--- src/rtl/rounding_pkg.sv ---
// rounding_pkg: shared types for the rounding divider pipeline.
//   round_mode_e : rounding mode encoding carried on the 2-bit mode input.
package rounding_pkg;

  typedef enum logic [1:0] {
    RND_TRUNC     = 2'd0,  // floor
    RND_HALF_UP   = 2'd1,  // ties go up
    RND_HALF_EVEN = 2'd2,  // ties go to the even quotient
    RND_CEIL      = 2'd3   // any nonzero remainder goes up
  } round_mode_e;

  localparam int STAGES = 2;

endpackage

--- src/rtl/rounding_round_unit.sv ---
// rounding_round_unit: combinational round-up decision.
//   mode   : rounding mode
//   rem_nz : any discarded bit set
//   half   : most significant discarded bit (weight 1/2)
//   sticky : any discarded bit below the half bit
//   lsb    : LSB of the truncated quotient
//   up     : add one to the truncated quotient
module rounding_round_unit
  import rounding_pkg::*;
(
  input  round_mode_e mode,
  input  logic        rem_nz,
  input  logic        half,
  input  logic        sticky,
  input  logic        lsb,
  output logic        up
);

  always_comb begin
    up = 1'b0;
    case (mode)
      RND_TRUNC:     up = 1'b0;
      RND_HALF_UP:   up = half;
      // exact tie (half set, nothing below) rounds only when lsb is odd
      RND_HALF_EVEN: up = half & (sticky | lsb);
      RND_CEIL:      up = rem_nz;
      default:       up = 1'b0;
    endcase
  end

endmodule

--- src/rtl/rounding_divider_pipe.sv ---
// rounding_divider_pipe: two-stage elastic pipeline computing
// round(din / 2^shift) with saturation to OUT_WIDTH bits.
//   clk, reset            : clock, synchronous active-high reset
//   din/shift/mode        : dividend, log2 divisor, rounding mode
//   din_valid/din_ready   : input handshake
//   dout/dout_sat         : rounded quotient, clamp flag
//   dout_valid/dout_ready : output handshake
//   sat_count/sat_clear   : saturating count of consumed clamped beats, clear
module rounding_divider_pipe
  import rounding_pkg::*;
#(
  parameter int IN_WIDTH  = 35,
  parameter int OUT_WIDTH = 32,
  parameter int SHIFT_W   = 3,
  parameter int CNT_W     = 16
) (
  input  logic                 clk,
  input  logic                 reset,
  input  logic [IN_WIDTH-1:0]  din,
  input  logic [SHIFT_W-1:0]   shift,
  input  logic [1:0]           mode,
  input  logic                 din_valid,
  output logic                 din_ready,
  output logic [OUT_WIDTH-1:0] dout,
  output logic                 dout_sat,
  output logic                 dout_valid,
  input  logic                 dout_ready,
  output logic [CNT_W-1:0]     sat_count,
  input  logic                 sat_clear
);

  // vld_pipe[0] is the accept strobe, [1]/[2] are the stage occupancy bits
  logic [STAGES:0] vld_pipe;
  logic            ld1, ld2, adv2;

  assign adv2        = vld_pipe[2] & dout_ready;
  assign ld2         = vld_pipe[1] & (~vld_pipe[2] | dout_ready);
  assign din_ready   = ~reset & (~vld_pipe[1] | ld2);
  assign ld1         = din_valid & din_ready;
  assign vld_pipe[0] = ld1;

  // ---- stage 1: truncated quotient and round-up bit ----
  logic [IN_WIDTH-1:0] mask_lo, rem, q_c;
  logic                rem_nz, half, sticky, up_c;

  always_comb begin
    mask_lo = ~({IN_WIDTH{1'b1}} << shift);
    rem     = din & mask_lo;
    q_c     = din >> shift;
    rem_nz  = |rem;
    // top bit of the mask is the half position; shift=0 gives an empty mask
    half    = |(rem & (mask_lo ^ (mask_lo >> 1)));
    sticky  = |(rem & (mask_lo >> 1));
  end

  rounding_round_unit u_round (
    .mode   (round_mode_e'(mode)),
    .rem_nz (rem_nz),
    .half   (half),
    .sticky (sticky),
    .lsb    (q_c[0]),
    .up     (up_c)
  );

  logic [IN_WIDTH-1:0] q1;
  logic                up1;

  always_ff @(posedge clk) begin
    if (reset) begin
      vld_pipe[1] <= 1'b0;
      q1          <= '0;
      up1         <= 1'b0;
    end else begin
      vld_pipe[1] <= ld1 | (vld_pipe[1] & ~ld2);
      if (ld1) begin
        q1  <= q_c;
        up1 <= up_c;
      end
    end
  end

  // ---- stage 2: increment and clamp ----
  logic [IN_WIDTH:0]    sum;
  logic                 sat_c;
  logic [OUT_WIDTH-1:0] res_c;

  always_comb begin
    sum   = {1'b0, q1} + {{IN_WIDTH{1'b0}}, up1};
    sat_c = |sum[IN_WIDTH:OUT_WIDTH];
    res_c = sat_c ? {OUT_WIDTH{1'b1}} : sum[OUT_WIDTH-1:0];
  end

  always_ff @(posedge clk) begin
    if (reset) begin
      vld_pipe[2] <= 1'b0;
      dout        <= '0;
      dout_sat    <= 1'b0;
    end else begin
      vld_pipe[2] <= ld2 | (vld_pipe[2] & ~dout_ready);
      if (ld2) begin
        dout     <= res_c;
        dout_sat <= sat_c;
      end
    end
  end

  assign dout_valid = vld_pipe[2];

  // ---- saturation counter: clear wins, holds at all-ones ----
  always_ff @(posedge clk) begin
    if (reset || sat_clear)
      sat_count <= '0;
    else if (adv2 && dout_sat && (sat_count != {CNT_W{1'b1}}))
      sat_count <= sat_count + 1'b1;
  end

endmodule
--- config.mk ---
export PLATFORM = sky130hd
export DESIGN_NAME = rounding_divider_pipe
export DESIGN_NICKNAME = d
export VERILOG_FILES = /design/src/rtl/rounding_pkg.sv /design/src/rtl/rounding_round_unit.sv /design/src/rtl/rounding_divider_pipe.sv
export SDC_FILE = /design/constraint.sdc
export NUM_CORES = 1
export LEC_CHECK = 0
export ABC_AREA = 1
export ABC_CLOCK_PERIOD_IN_PS = 2300
export BUFFER_PORTS_ARGS = -buffer_cell sky130_fd_sc_hd__buf_2
export CAP_MARGIN = 40
export CORE_ASPECT_RATIO = 1.1
export CORE_UTILIZATION = 40
export DETAILED_ROUTE_END_ITERATION = 16
export GPL_TIMING_DRIVEN = 0
export SETUP_SLACK_MARGIN = 0.5
export SYNTH_ARGS = -nofsm -noshare
export SYNTH_HDL_FRONTEND = slang
export SYNTH_SLANG_ARGS = --single-unit
--- constraint.sdc ---
create_clock -name clk -period 2.3 [get_ports clk]
set_input_delay 0.345 -clock clk [delete_from_list [all_inputs] [get_ports clk]]
set_output_delay 0.345 -clock clk [all_outputs]
set_load 0.05 [all_outputs]
==> summary by stage <==
Outcome
The flow ran to the end, and the final reports show no timing, DRC or antenna violations.

Place
The sum of net half-perimeters after detailed placement is about 14,000 µm. After detailed placement, the design holds a cell count of 1,250. Routability-driven placement finished with a final weighted congestion of 0.926. The number of port buffers is 93.

Critical path
The endpoint type of the worst setup path is a flop. The startpoint identified for the worst register-to-register timing path is q1[0]. Of all nets on the critical path, the largest fanout is 4.

The endpoint of the lowest-slack register-to-register path is dout[13]. For the worst setup path, the data arrival time is about 2.2 ns. For the worst setup path, the data required time is around 2.5 ns.

By startpoint and endpoint, the worst setup path is classified as flop to flop. The worst-case reg-to-reg path depth is 14. STA classifies the critical path startpoint as a flop. For flop-to-flop paths, the worst setup slack is 0.38 ns.

Finish
The number of fill cells is 1,567. 0 antenna diodes ended up in the layout. The post-route netlist has roughly 22% of its cells at a drive strength greater than 1.

After the flow finishes, the layout carries non-filler instances totaling ~1,300. Registers take 1780 µm². The multi-input combinational cells in the finished layout cover a total of 3780 µm².

The area growth from synthesis to layout is 23.2%. In the final design database the tool counted ~1,100 nets. The utilization of the core after routing is roughly half.

Route
In the routed layout, each cell is associated on average with a via count of between 5 and 6. The detail route stage leaves a number of antenna-violating nets equal to 0. The detailed-route wire length per cell is 14.0 µm. For this block, the initial DRC count from the detailed router was 297. The number of remaining DRC errors is 0.

The number of iterations in the first detailed-routing pass is 5. The routed layout has 6,426 vias. The final layout contains routed wiring with a total length of between 15,000 and 20,000 µm.

Timing
The minimum clock period after layout is between 1.5 and 2 ns. Timing would allow up to between 0.5 and 0.6 GHz. In the final timing run, aggregate negative setup slack is 0 ns. Clock skew on the completed layout was measured at between 0.009 and 0.01 ns. Of the available clock period, the critical path in the final layout requires roughly 83%. The setup violation total in the final timing report is 0. At the pin with the least slew margin, the transition time is just under 0.6 ns. The worst slew margin relative to its limit is roughly 60%. Setup repair after global routing could not meet its margin everywhere. The total count of max-transition violations in the final report came to 0. The total count of hold-check failures in the final report is 0. Across all hold checks on the routed design, the worst slack comes to about 0.3 ns.

Global route
The met1 track utilization from global routing is between 30% and 40%. Global routing consumed, on the met3 layer, 3.52% of the routing resources. Summed over all layers, the global routing overflow is 0.

The global routing usage summed across all routing layers is between 20% and 30%. In this run the most used layer during global routing was met2. The via count of the first global-routing pass came to between 5,000 and 6,000. Global routing consumed, on the met2 layer, 39.1% of the routing resources. The number of antenna violations at the first check in global routing is 0. The first global-routing pass estimated ~29,000 µm of wire.

The pin count of the biggest net entering global routing is 13.

Synth
The most used flip-flop cell after synthesis is dfxtp_1. Synthesis instantiated 44 different standard cells from the library. For this run, the register share of the synthesized area comes to 29.0%.

The synthesized flop and latch total is 87. After synthesis, the share of flip-flops with an asynchronous set or reset is 0%. The cell area after synthesis is between 6000 and 7000 µm². The Yosys step of the flow raised 0 warnings.

Synthesis handed over a netlist of 965 instances. The mean area per synthesized cell is around 6.2 µm². The number of nets in the synthesized netlist is about 1,000. The number of enable-type register cells in the synthesized netlist is 0.

Hold path
The tightest min-delay check is of the input port to flop type. The startpoint of the worst hold path is din_valid. The worst hold path terminates at vld_pipe[1]. Along the worst hold path, the cell count comes to 3.

Clock tree
The clock sink count is slightly below 90. After clock tree synthesis, the clock-pin slew on the worst setup and hold paths is about 0.06 ns. The cell sitting at the root of the clock tree is a clkbuf_16. The total of hold buffers inserted after clock tree synthesis is 0. The later-pin clock latency in the skew report is 0.34 ns. The clock passes through at most 2 buffers. The clock tree from TritonCTS is built.

The total CTS buffers is 9. The number of levels the H-tree was split into is 3.

Power and ir drop
The cell-internal power is around 2800 µW. The total net switching power is 1290 µW. The clock network burns between 30% and 40% of the power. The ratio of total power to cell area is about 550 nW/µm².

The sequential share of power is between 40% and 50%. The analysis attributes to cell leakage a power of approximately 0.0034 µW. The overall power consumption is slightly above 4000 µW. Per report_power, the combinational group accounts for between 20% and 30% of the total. VDD sags by at most 0.350 mV. The net switching fraction of the power is 31.7%.

Floorplanning
Row generation in the floorplan step produced 46 rows. The core region is approximately 15,000 µm². In this run the vertical extent of the chip is ~130 µm. Once the floorplan was initialized, standard cells occupied between 40% and 50% of the core. In this run the count of I/O pins placed on the die edge is 96.

The die covers approximately 16,000 µm². The floorplan die width is ~120 µm.

Run
The max-capacitance violation count is 0.
timing repair:
| item | CTS | global route |
|---|---|---|
| endpoints found under the setup margin | 59 | 74 |
| setup buffers | 12 | 5 |
| pin swaps | 8 | 6 |
| endpoints found under the hold margin | 0 | 0 |
| gates cloned | 1 | 1 |
| gates resized for setup | 30 | 52 |
power groups by stage:
stage | registers [µW] | logic (µW) | clock network, µW
final | 1730 | 933 | 1430
after global routing | 1740 | 1030 | 1520
after CTS | 1720 | 913 | 1450
after detailed placement | 1750 | 882 | 0
after global placement | 1750 | 885 | 0
after floorplan | 1870 | 500 | 0
worst max-delay path, stage by stage, from the launching register on:
cell	delay, ns
dfxtp_2	0.35
ha_4	0.17
ha_4	0.15
inv_4	0.04
nor2_4	0.17
nand2_4	0.09
nor2_4	0.11
nand2_1	0.07
nand2_2	0.08
nand2_4	0.08
nor2_4	0.16
buf_4	0.16
nand3_1	0.09
nand2_1	0.07
inv_1	0.03
cells in the mapped netlist (3+ instances only):
cell type,n,share of area (%)
ha_1,3,0.63
nand3_2,19,3.2
a21oi_1,45,3.8
nand3_1,58,4.8
a31oi_1,7,0.73
dfxtp_1,87,29
inv_1,100,6.3
nor2_4,6,1.1
o31ai_1,8,1.0
clkinv_1,4,0.25
nor3_2,4,0.67
nor3_1,14,1.2
nor2_2,7,0.73
nand3b_1,5,0.63
a22oi_1,3,0.38
nand4_1,15,1.6
xor2_1,21,3.1
o21ai_0,58,4.8
buf_6,4,0.75
clkbuf_1,23,1.4
nand2_1,258,16
buf_2,8,0.67
xnor2_1,7,1.0
a32o_1,16,2.7
buf_1,8,0.50
nor2_1,152,9.5
nand2_2,6,0.63
worst max path at each step:
| stage | startpoint | endpoint | slack (ns) |
|---|---|---|---|
| final | q1[0] | dout[13] | 0.38 |
| after global routing | q1[20] | dout[6] | 0.29 |
| after CTS | q1[0] | dout[6] | 0.41 |
| after detailed placement | shift[1] | q1[26] | 0.16 |
| after global placement | shift[1] | q1[22] | 0.13 |
| after floorplan | up1 | dout[17] | 0.50 |
registers in the layout (all words and copies together), names as in the netlist:
signal and flops:
dout 32, sat_count 16, q1 35, dout_sat 1
vld_pipe 1, up1 1, dout_valid 1
metrics by stage:
stage | area [µm²] | worst slack, ns
6_report | 7390 | 0.382
5_1_grt | 7390 | 0.285
4_1_cts | 7230 | 0.407
3_5_place_dp | 6740 | 0.163
3_3_place_gp | 6740 | 0.133
2_1_floorplan | 6040 | 0.504
layout by cell type (no fill, tap or decap), drive strengths merged:
cell,count
o31ai,8
a32o,16
nand2,265
a22oi,3
o32ai,1
ha,3
nand4,15
nand3,77
clkinv,3
o22ai,1
a31oi,7
a221oi,1
buf,129
clkbuf,40
nand3b,5
inv,103
and3,1
mux2i,1
dlygate4sd3,2
a21oi,46
or2,1
o211ai,1
nor2,166
bufinv,1
xor2,21
nor3,19
a32oi,1
a21boi,1
a211oi,1
xnor2,7
dfxtp,87
o21ai,58
cells by family after synthesis:
family                   count (synthesis)  synth area share [%]
AO/OA/AOI/OAI                          145                  14.4
XOR/XNOR                                28                  4.08
adder cells (fa/ha/maj)                  3                 0.625
buffers and inverters                  152                  10.6
flip-flops                              87                  29.0
multiplexers                             1                 0.167
AND/OR/NAND/NOR                        549                  41.1
cell type report:
class | instances | area share (%)
multi-input combinational | 726 | 51.1
sequential | 87 | 24.1
timing repair buffer | 112 | 8.78
inverter | 106 | 5.47
buffer | 46 | 3.54
clock buffer | 13 | 3.38
tap | 192 | 3.25
clock inverter | 1 | 0.406
metal layers:
layer / wire length (µm) / vias to the layer above
li1: - / 3368
met1: 8620 / 2861
met2: 8210 / 175
met3: 725 / 22
met4: 368 / 0
met5: 0 / -
Note: power is estimated with default switching activity, not from simulation.
